$ cat src/rtl/fmap_loader_if.sv
// Stream-in / frame-out bundle of the feature-map loader.
// The loader takes the slave view; a producer/consumer or bench takes the master view.
interface fmap_loader_if #(
  parameter int in_width = 3,
  parameter int pad      = 1,
  parameter int DATA_W   = 32
);
  localparam int out_width = in_width + 2*pad;

  logic                                  s_valid;
  logic                                  s_ready;
  logic signed [DATA_W-1:0]              s_data;
  logic                                  s_last;
  logic [out_width*out_width*DATA_W-1:0] out_map;
  logic                                  map_valid;
  logic                                  map_ack;
  logic                                  frame_err;

  modport slave (
    input  s_valid, s_data, s_last, map_ack,
    output s_ready, out_map, map_valid, frame_err
  );

  modport master (
    output s_valid, s_data, s_last, map_ack,
    input  s_ready, out_map, map_valid, frame_err
  );
endinterface

$ cat src/rtl/fmap_loader.sv
// Stream-to-frame loader: row-major pixels fill the interior of a zero-padded
// feature map, published as one flat vector until the consumer acks it.
module fmap_cell #(
  parameter int DATA_W = 32
) (
  input  logic              clk,
  input  logic              rst_n,
  input  logic              we_i,
  input  logic              clr_i,
  input  logic [DATA_W-1:0] d_i,
  output logic [DATA_W-1:0] q_o
);
  logic [DATA_W-1:0] word_q;

  always_ff @(posedge clk or negedge rst_n) begin
    if (!rst_n)     word_q <= '0;
    else if (clr_i) word_q <= '0;
    else if (we_i)  word_q <= d_i;
  end

  assign q_o = word_q;
endmodule

module fmap_loader #(
  parameter int in_width = 3,
  parameter int pad      = 1,
  parameter int DATA_W   = 32
) (
  input  logic        clk,
  input  logic        rst_n,
  fmap_loader_if.slave bus
);
  localparam int out_width = in_width + 2*pad;
  localparam int NPIX      = in_width * in_width;
  localparam int MAP_W     = out_width * out_width * DATA_W;
  localparam int CW        = (in_width > 1) ? $clog2(in_width) : 1;
  localparam logic [CW-1:0] LAST_IDX = CW'(in_width - 1);

  typedef enum logic {FILL, HOLD} state_e;

  state_e                      state_q, state_d;
  logic [CW-1:0]               row_q, row_d, col_q, col_d;
  logic                        err_q, err_d;
  logic                        accept, last_pix, clr;
  logic [NPIX-1:0]             we;
  logic [DATA_W-1:0]           din;
  logic [NPIX-1:0][DATA_W-1:0] pix;
  logic [MAP_W-1:0]            map;

  assign accept   = bus.s_valid && (state_q == FILL);
  assign last_pix = (row_q == LAST_IDX) && (col_q == LAST_IDX);
  assign din      = bus.s_data;

  always_comb begin
    state_d = state_q;
    row_d   = row_q;
    col_d   = col_q;
    err_d   = 1'b0;
    clr     = 1'b0;
    case (state_q)
      FILL: if (accept) begin
        if (last_pix) begin
          // Frame is published even when s_last is missing; the error only flags it.
          state_d = HOLD;
          err_d   = !bus.s_last;
          row_d   = '0;
          col_d   = '0;
        end else if (bus.s_last) begin
          err_d = 1'b1;
          clr   = 1'b1;
          row_d = '0;
          col_d = '0;
        end else if (col_q == LAST_IDX) begin
          col_d = '0;
          row_d = row_q + 1'b1;
        end else begin
          col_d = col_q + 1'b1;
        end
      end
      HOLD: if (bus.map_ack) begin
        state_d = FILL;
        row_d   = '0;
        col_d   = '0;
      end
    endcase
  end

  always_ff @(posedge clk or negedge rst_n) begin
    if (!rst_n) begin
      state_q <= FILL;
      row_q   <= '0;
      col_q   <= '0;
      err_q   <= 1'b0;
    end else begin
      state_q <= state_d;
      row_q   <= row_d;
      col_q   <= col_d;
      err_q   <= err_d;
    end
  end

  // One-hot write select straight from the row/column counters.
  always_comb begin
    we = '0;
    for (int r = 0; r < in_width; r++)
      for (int c = 0; c < in_width; c++)
        we[r*in_width + c] = accept && !clr && (row_q == CW'(r)) && (col_q == CW'(c));
  end

  fmap_cell #(.DATA_W(DATA_W)) u_cell [NPIX-1:0] (
    .clk   (clk),
    .rst_n (rst_n),
    .we_i  (we),
    .clr_i (clr),
    .d_i   (din),
    .q_o   (pix)
  );

  // Border words are hard zero; only interior words have storage behind them.
  always_comb begin
    map = '0;
    for (int r = 0; r < in_width; r++)
      for (int c = 0; c < in_width; c++)
        map[((r + pad)*out_width + c + pad)*DATA_W +: DATA_W] = pix[r*in_width + c];
  end

  assign bus.out_map   = map;
  assign bus.s_ready   = (state_q == FILL);
  assign bus.map_valid = (state_q == HOLD);
  assign bus.frame_err = err_q;
endmodule

$ cat src/flat_wrapper.sv
// flat-port wrapper written by rule: the top's interface ports become plain ports
module fmap_loader_flat 
#(
  parameter int in_width = 3,
  parameter int pad      = 1,
  parameter int DATA_W   = 32
)
  (clk, rst_n, bus_s_valid, bus_s_data, bus_s_last, bus_map_ack, bus_s_ready, bus_out_map, bus_map_valid, bus_frame_err);
  fmap_loader_if #(.in_width(in_width), .pad(pad), .DATA_W(DATA_W)) bus_i ();
  input  logic clk;
  input  logic rst_n;
  input wire logic [$bits(bus_i.s_valid)-1:0] bus_s_valid;
  input wire logic [$bits(bus_i.s_data)-1:0] bus_s_data;
  input wire logic [$bits(bus_i.s_last)-1:0] bus_s_last;
  input wire logic [$bits(bus_i.map_ack)-1:0] bus_map_ack;
  output wire logic [$bits(bus_i.s_ready)-1:0] bus_s_ready;
  output wire logic [$bits(bus_i.out_map)-1:0] bus_out_map;
  output wire logic [$bits(bus_i.map_valid)-1:0] bus_map_valid;
  output wire logic [$bits(bus_i.frame_err)-1:0] bus_frame_err;
  assign bus_i.s_valid = bus_s_valid;
  assign bus_i.s_data = bus_s_data;
  assign bus_i.s_last = bus_s_last;
  assign bus_i.map_ack = bus_map_ack;
  assign bus_s_ready = bus_i.s_ready;
  assign bus_out_map = bus_i.out_map;
  assign bus_map_valid = bus_i.map_valid;
  assign bus_frame_err = bus_i.frame_err;
  fmap_loader #(.in_width(in_width), .pad(pad), .DATA_W(DATA_W)) u_core (.clk(clk), .rst_n(rst_n), .bus(bus_i));
endmodule
$ cat config.mk
export PLATFORM = sky130hd
export DESIGN_NAME = fmap_loader_flat
export DESIGN_NICKNAME = d
export VERILOG_FILES = /design/src/rtl/fmap_loader_if.sv /design/src/rtl/fmap_loader.sv /design/src/flat_wrapper.sv
export SDC_FILE = /design/constraint.sdc
export NUM_CORES = 1
export LEC_CHECK = 0
export CORE_AREA = 3 3 324 326
export DETAILED_ROUTE_END_ITERATION = 10
export DIE_AREA = 0 0 327 329
export PLACE_DENSITY = 0.37
export SYNTH_ARGS = -nofsm -noshare
export SYNTH_HDL_FRONTEND = slang
export SYNTH_HIERARCHICAL = 1
export SYNTH_SLANG_ARGS = --single-unit
$ cat constraint.sdc
create_clock -name clk -period 2.3 [get_ports clk]
set_input_delay 0.575 -clock clk [delete_from_list [all_inputs] [get_ports clk]]
set_output_delay 0.575 -clock clk [all_outputs]
set_load 0.01 [all_outputs]
== Yosys cells after proc, flatten, opt, wreduce, memory -nomap -nowiden ==
Index checks and enable logic that the tools add are counted.
Widths: inputs -> output; s select.
Storage, ports and cells
  bits in registers: 294
  logic and storage cells: 93
  input port bits: 37
  output and inout bits: 803
Cells by class
  bitwise gates (word level): 1
  muxes and demuxes: 40
  $add $sub $neg: 2
  reductions and logical operators: 30
  equality and inequality tests: 7
Operators with widths (number)
  $mux 32: 18
  $mux 2: 9
  $reduce_bool 2->1: 9
  $logic_and 1x1->1: 15
  $mux 1: 10
  $pmux 2 s2: 2
  $add 2x1->2 const B: 2
  $eq 2x1->1 const B: 2
  $eq 2x2->1 const B: 2
  $logic_not 2->1: 2
  $ne 4x2->1 const B: 1
  $reduce_and 3->1: 1
  $logic_not 1->1: 2
  $ne 2x1->1 const B: 1
  $ne 2x2->1 const B: 1
  $pmux 1 s2: 1
  $reduce_and 2->1: 1
  $not 1->1: 1

== Depth between registers and ports, before layout ==
  depth after elaboration: 11
  gate-level depth with buffers: 11
  gate-level depth less buffers: 9

== Hierarchy ==
The synthesis kept the hierarchy.
Modules (own cells, without submodules)
  fmap_cell: times used 9, area an instance 1323.8 um2, cells an instance 103
  fmap_loader: times used 1, area an instance 4292.9 um2, cells an instance 565

== Worst setup path after synthesis ==
No wires, ideal clock.
  path kind: reg2reg
  from: register u_core.row_q[0]
  to: register u_core.u_cell[8].word_q[0]
  path buffers: 2
  cell stages (with the launch flop): 12
  path slack: 349 ps
  clock period less this slack: 1951 ps
  data arrival time: 1819 ps
  library setup time: 132 ps
  path through: dfrtp_1 inv_1 ha_1 nand2_1 ha_1 nor2_1 nand2_1 nor3_1 buf_6 buf_12 mux2i_1 nor2_1
Between the ends
  cells in the longest elaborated chain, start to end: 10
  elaborated cells on any way between the ends: 11
  those cells by class: eq/ne: 1; mux: 4; reduce/logical: 6
Ends and longest elaborated chain
  from (decl): RTL line fmap_loader.sv:42  | logic [CW-1:0] row_q, row_d, col_q, col_d;
  from (signal assigned): RTL line fmap_loader.sv:96  | row_q <= row_d;
  $eq 2x2->1 *: RTL line fmap_loader.sv:51, fmap_loader.sv:107
  $logic_and 1x1->1: RTL line fmap_loader.sv:51  | assign last_pix = (row_q == LAST_IDX) && (col_q == LAST_IDX);
  $mux 1: RTL line fmap_loader.sv:62  | if (last_pix) begin
  $mux 1: RTL line fmap_loader.sv:61  | FILL: if (accept) begin
  $mux 1: RTL line fmap_loader.sv:60  | case (state_q)
  $logic_not 1->1: RTL line fmap_loader.sv:107  | we[r*in_width + c] = accept && !clr && (row_q == CW'(r)) && (col_q == CW'(c));
  $logic_and 1x1->1: RTL line fmap_loader.sv:107
  $logic_and 1x1->1 * (2 in series): RTL line fmap_loader.sv:107
  named net u_core.we[8]: RTL line fmap_loader.sv:45  | logic [NPIX-1:0] we;
  $reduce_bool 2->1 (no source line) *
  to (signal assigned): RTL line fmap_loader.sv:18  | else if (we_i) word_q <= d_i;
  to (decl): RTL line fmap_loader.sv:13  | logic [DATA_W-1:0] word_q;
Mark *: on every way through the listed nets, which the timed path passes. The rest lies on a longest branch.
A chain may end at the register's enable or synchronous reset.

== Final worst setup path ==
  from: register u_core.row_q[0]
  to: register u_core.u_cell[4].word_q[26]
Between the ends
  cells in the longest elaborated chain, start to end: 10
  elaborated cells on any way between the ends: 12
  those cells by class: eq/ne: 2; mux: 4; reduce/logical: 6
Ends and longest elaborated chain (RTL line)
  $eq 2x2->1: fmap_loader.sv:51
  $logic_and 1x1->1: fmap_loader.sv:51
  $mux 1: fmap_loader.sv:62
  $mux 1: fmap_loader.sv:61
  $mux 1: fmap_loader.sv:60
  $logic_not 1->1: fmap_loader.sv:107
  $logic_and 1x1->1: fmap_loader.sv:107
  $logic_and 1x1->1 * (2 in series): fmap_loader.sv:107
  named net u_core.we[4]: fmap_loader.sv:45
  $reduce_bool 2->1 (no source line) *
  to (signal assigned): fmap_loader.sv:18
  to (decl): fmap_loader.sv:13
Marks and branches as above.

==> results.ini <==
[synthesis]
syn_inst=1492
yosysMostFrequentCell=buf_4
synthMuxAreaShare_pct=17.8
yosys_warnings=6
synth_top_area_share_pct=45.4
yosys_register_bits=294
synth_top_family_by_area=buffers and inverters
synth_ff_type=dfrtp_1
avgSynthCellArea_sq_um=10.9
netlist_area_sq_um=16200
yosys.area.top_type=dfrtp_1
synthAdderAreaFrac_pct=0.309
yosys.area_share.simple_pct=7.58
async_flop_share_pct=100
ys_top_cells_by_area=dfrtp_1, buf_4, mux2i_1
ys_seq_area_share_pct=45.4
yosysUniqueCellTypes=26
synth_compound_area_share_pct=0.332
synth_common_cells=buf_4, nor2_1, dfrtp_1
synth_edf_count=0
synthXorXnorAreaFrac_pct=0

[global_route]
grt_use_met2_pct=16.0
overflow=0
grt_pass1_vias=10100
grtUsageMet3_pct=2.67
grt_max_degree=71
track_usage_pct=9.43
grt_pass1_wl_mm=75.1
antenna_found_initial=2
busiest_layer=met2
grtUsageMet1_pct=11.8

[sta]
skew_ps=23.2
hold_viol_final=0
maxSlewHeadroom_pct=51.6
worst_slew_pin_slew_ps=723
fin_crit_sh_pct=95.9
setup_tns_ps=0
fin_ws_ps=93.4
final-max-slew-violation-count=0
setup_viol=0
timing.fmax_ghz=0.453
worst_hold_slack_ps=517
layout_min_cycle_time_ps=2210

[layout]
drive_gt1_share_pct=10.5
stdcell_area_sq_um=21200
finalNetCount=1952
final_util_pct=20.7
nFillCells=11200
antenna_cells=0
area_growth_pct=30.6
stdcell_count=3302

[setup_path]
r2r_end=u_core/u_cell[4]/q_o[26]$_DFFE_PN0P_
rr_worst_depth=10
slowest_stage=dfrtp_1
arrival_ps=2630
start_kind=flop
critical_path_required_ps=2730
crit_chain=inv_2 -> ha_4 -> nand2_4 -> ha_4 -> nand2b_4 -> nor4_4 -> buf_6 -> buf_12 -> mux2i_4 -> nor2_1
path_class=flop to flop
crit_fanout=8
cpPeakStageDelay_ps=400
crit_path_end_kind=flop
cp_common_cell=ha_4
timing.reg2reg.setup_slack_ps=90
timing.rr.start=u_core/row_q[0]$_DFFE_PN0P_

[power_and_ir_drop]
peakVddDrop_uv=368
p_per_area_nw_per_um2=640
p_leak_nw=9.51
finalPower_mw=13.6

[detailed_routing]
detail_route.wl_per_cell_um=16.4
vias=10200
drtIter0Drc=450
via_per_inst=3.08
routed_wl_mm=54.1
antenna_left=0
first_pass_iters=4
drc=0

[floorplan]
die_h_um=329
start_util_pct=15.9
rows=117
die_w_um=327
pin_count=840
core_area_sq_um=102000
dieArea_sq_um=108000

[placement]
port_buffers=327
place_hpwl_mm=40.5
placed_cell_area_sq_um=19700
dp_slack_ps=-382
dp_cells=3229
gp_congestion=0.726

[cts]
cts_tree=yes
clk_latency_ps=550
clock-root-buffer=clkbuf_16
cts_max_level=2
path_clk_slew_ps=60
cts_buffers=38
cts_sinks=294
cts_buffer_depth=3

[status]
outcome=finished, final reports clean

[hold_path]
hp-class=input pin to async pin

[job]
cap_violations=0

## report_power, final
group | internal [mW] | switching (mW)
Clock | 3.68 | 2.36
Sequential | 5.39 | 0.142
Combinational | 0.745 | 1.24
Total | 9.82 | 3.74
## cells by family after synthesis
group           count (synthesis)
buf+inv                       582
simple gates                  315
flops                         294
mux                           289
compound gates                  7
fa+ha+maj                       4
other cells                     1
## how the worst max path moves through the flow
| stage | slack (ps) | endpoint | startpoint | cells past startpoint |
|---|---|---|---|---|
| after floorplan | 350 | u_core/u_cell[8]/q_o[0]$_DFFE_PN0P_ | u_core/row_q[0]$_DFFE_PN0P_ | 11 |
| after global placement | -370 | u_core/u_cell[4]/q_o[27]$_DFFE_PN0P_ | bus_s_last | 8 |
| after detailed placement | -380 | u_core/u_cell[4]/q_o[26]$_DFFE_PN0P_ | bus_s_last | 8 |
| after CTS | 20 | bus_s_ready | u_core/bus.map_valid$_DFF_PN0_ | 2 |
| after global routing | -20 | u_core/u_cell[4]/q_o[24]$_DFFE_PN0P_ | u_core/row_q[0]$_DFFE_PN0P_ | 10 |
| final | 90 | u_core/u_cell[4]/q_o[26]$_DFFE_PN0P_ | u_core/row_q[0]$_DFFE_PN0P_ | 10 |
## layout make-up
class | instances | area (sq um) | share of cell area (%)
Sequential cell | 294 | 7360 | 34.8
Multi-Input combinational cell | 1127 | 6300 | 29.7
Timing Repair Buffer | 445 | 4530 | 21.4
Tap cell | 1368 | 1710 | 8.08
Clock buffer | 55 | 1160 | 5.46
Clock inverter | 8 | 97.6 | 0.461
Inverter | 5 | 18.8 | 0.0886
## sequential cells by signal, indices dropped and copies added, names as in the netlist
name                  flops
u_core/col_q              2
u_core/bus.frame_err      1
u_core/row_q              2
u_core/bus.map_valid      1
u_core/u_cell/q_o       288
## metal layers
| layer | vias up | part of all wire (%) |
|---|---|---|
| li1 | 4610 | - |
| met2 | 496 | 49 |
| met5 | - | 0 |
| met4 | 0 | 1.9 |
| met3 | 49 | 7.8 |
| met1 | 5018 | 42 |
## worst max-delay path, delay by kind of cell, from the launching register on
family | cells | cell delay [ps]
fa+ha+maj | 2 | 330
simple gates | 4 | 650
buf+inv | 3 | 490
mux | 1 | 220
flops | 1 | 400
## cell usage in the layout, fill, tap and decap left out, types with 2 or more instances in the layout
| cell type | netlist | layout |
|---|---|---|
| buf_4 | 514 | 86 |
| inv_1 | 5 | 3 |
| buf_6 | 9 | 3 |
| nor4_2 | 0 | 2 |
| clkbuf_16 | 0 | 40 |
| inv_2 | 0 | 2 |
| nor2b_4 | 1 | 2 |
| buf_12 | 27 | 27 |
| ha_4 | 0 | 2 |
| mux2i_2 | 0 | 4 |
| clkbuf_8 | 0 | 12 |
| dfrtp_1 | 294 | 293 |
| nand2b_4 | 1 | 2 |
| clkdlybuf4s50_1 | 0 | 326 |
| conb_1 | 1 | 512 |
| a22o_1 | 2 | 2 |
| nor2_4 | 0 | 4 |
| nor2_1 | 297 | 292 |
| a32o_1 | 2 | 2 |
| clkinv_2 | 0 | 4 |
| ha_1 | 4 | 2 |
| bufinv_16 | 0 | 2 |
| clkbuf_1 | 27 | 4 |
| nand2_1 | 6 | 5 |
| mux2i_1 | 289 | 284 |
## timing repair
item | CTS | global route
resized for setup | 4 | 21
cloned | 0 | 1
endpoints found under the hold margin | 19 | 0
buffers inserted | 2 | 6
endpoints found under the setup margin | 22 | 278
pin swaps | 0 | 3
hold buffers | 1 | 0
Note: power is estimated with default switching activity, not from simulation.
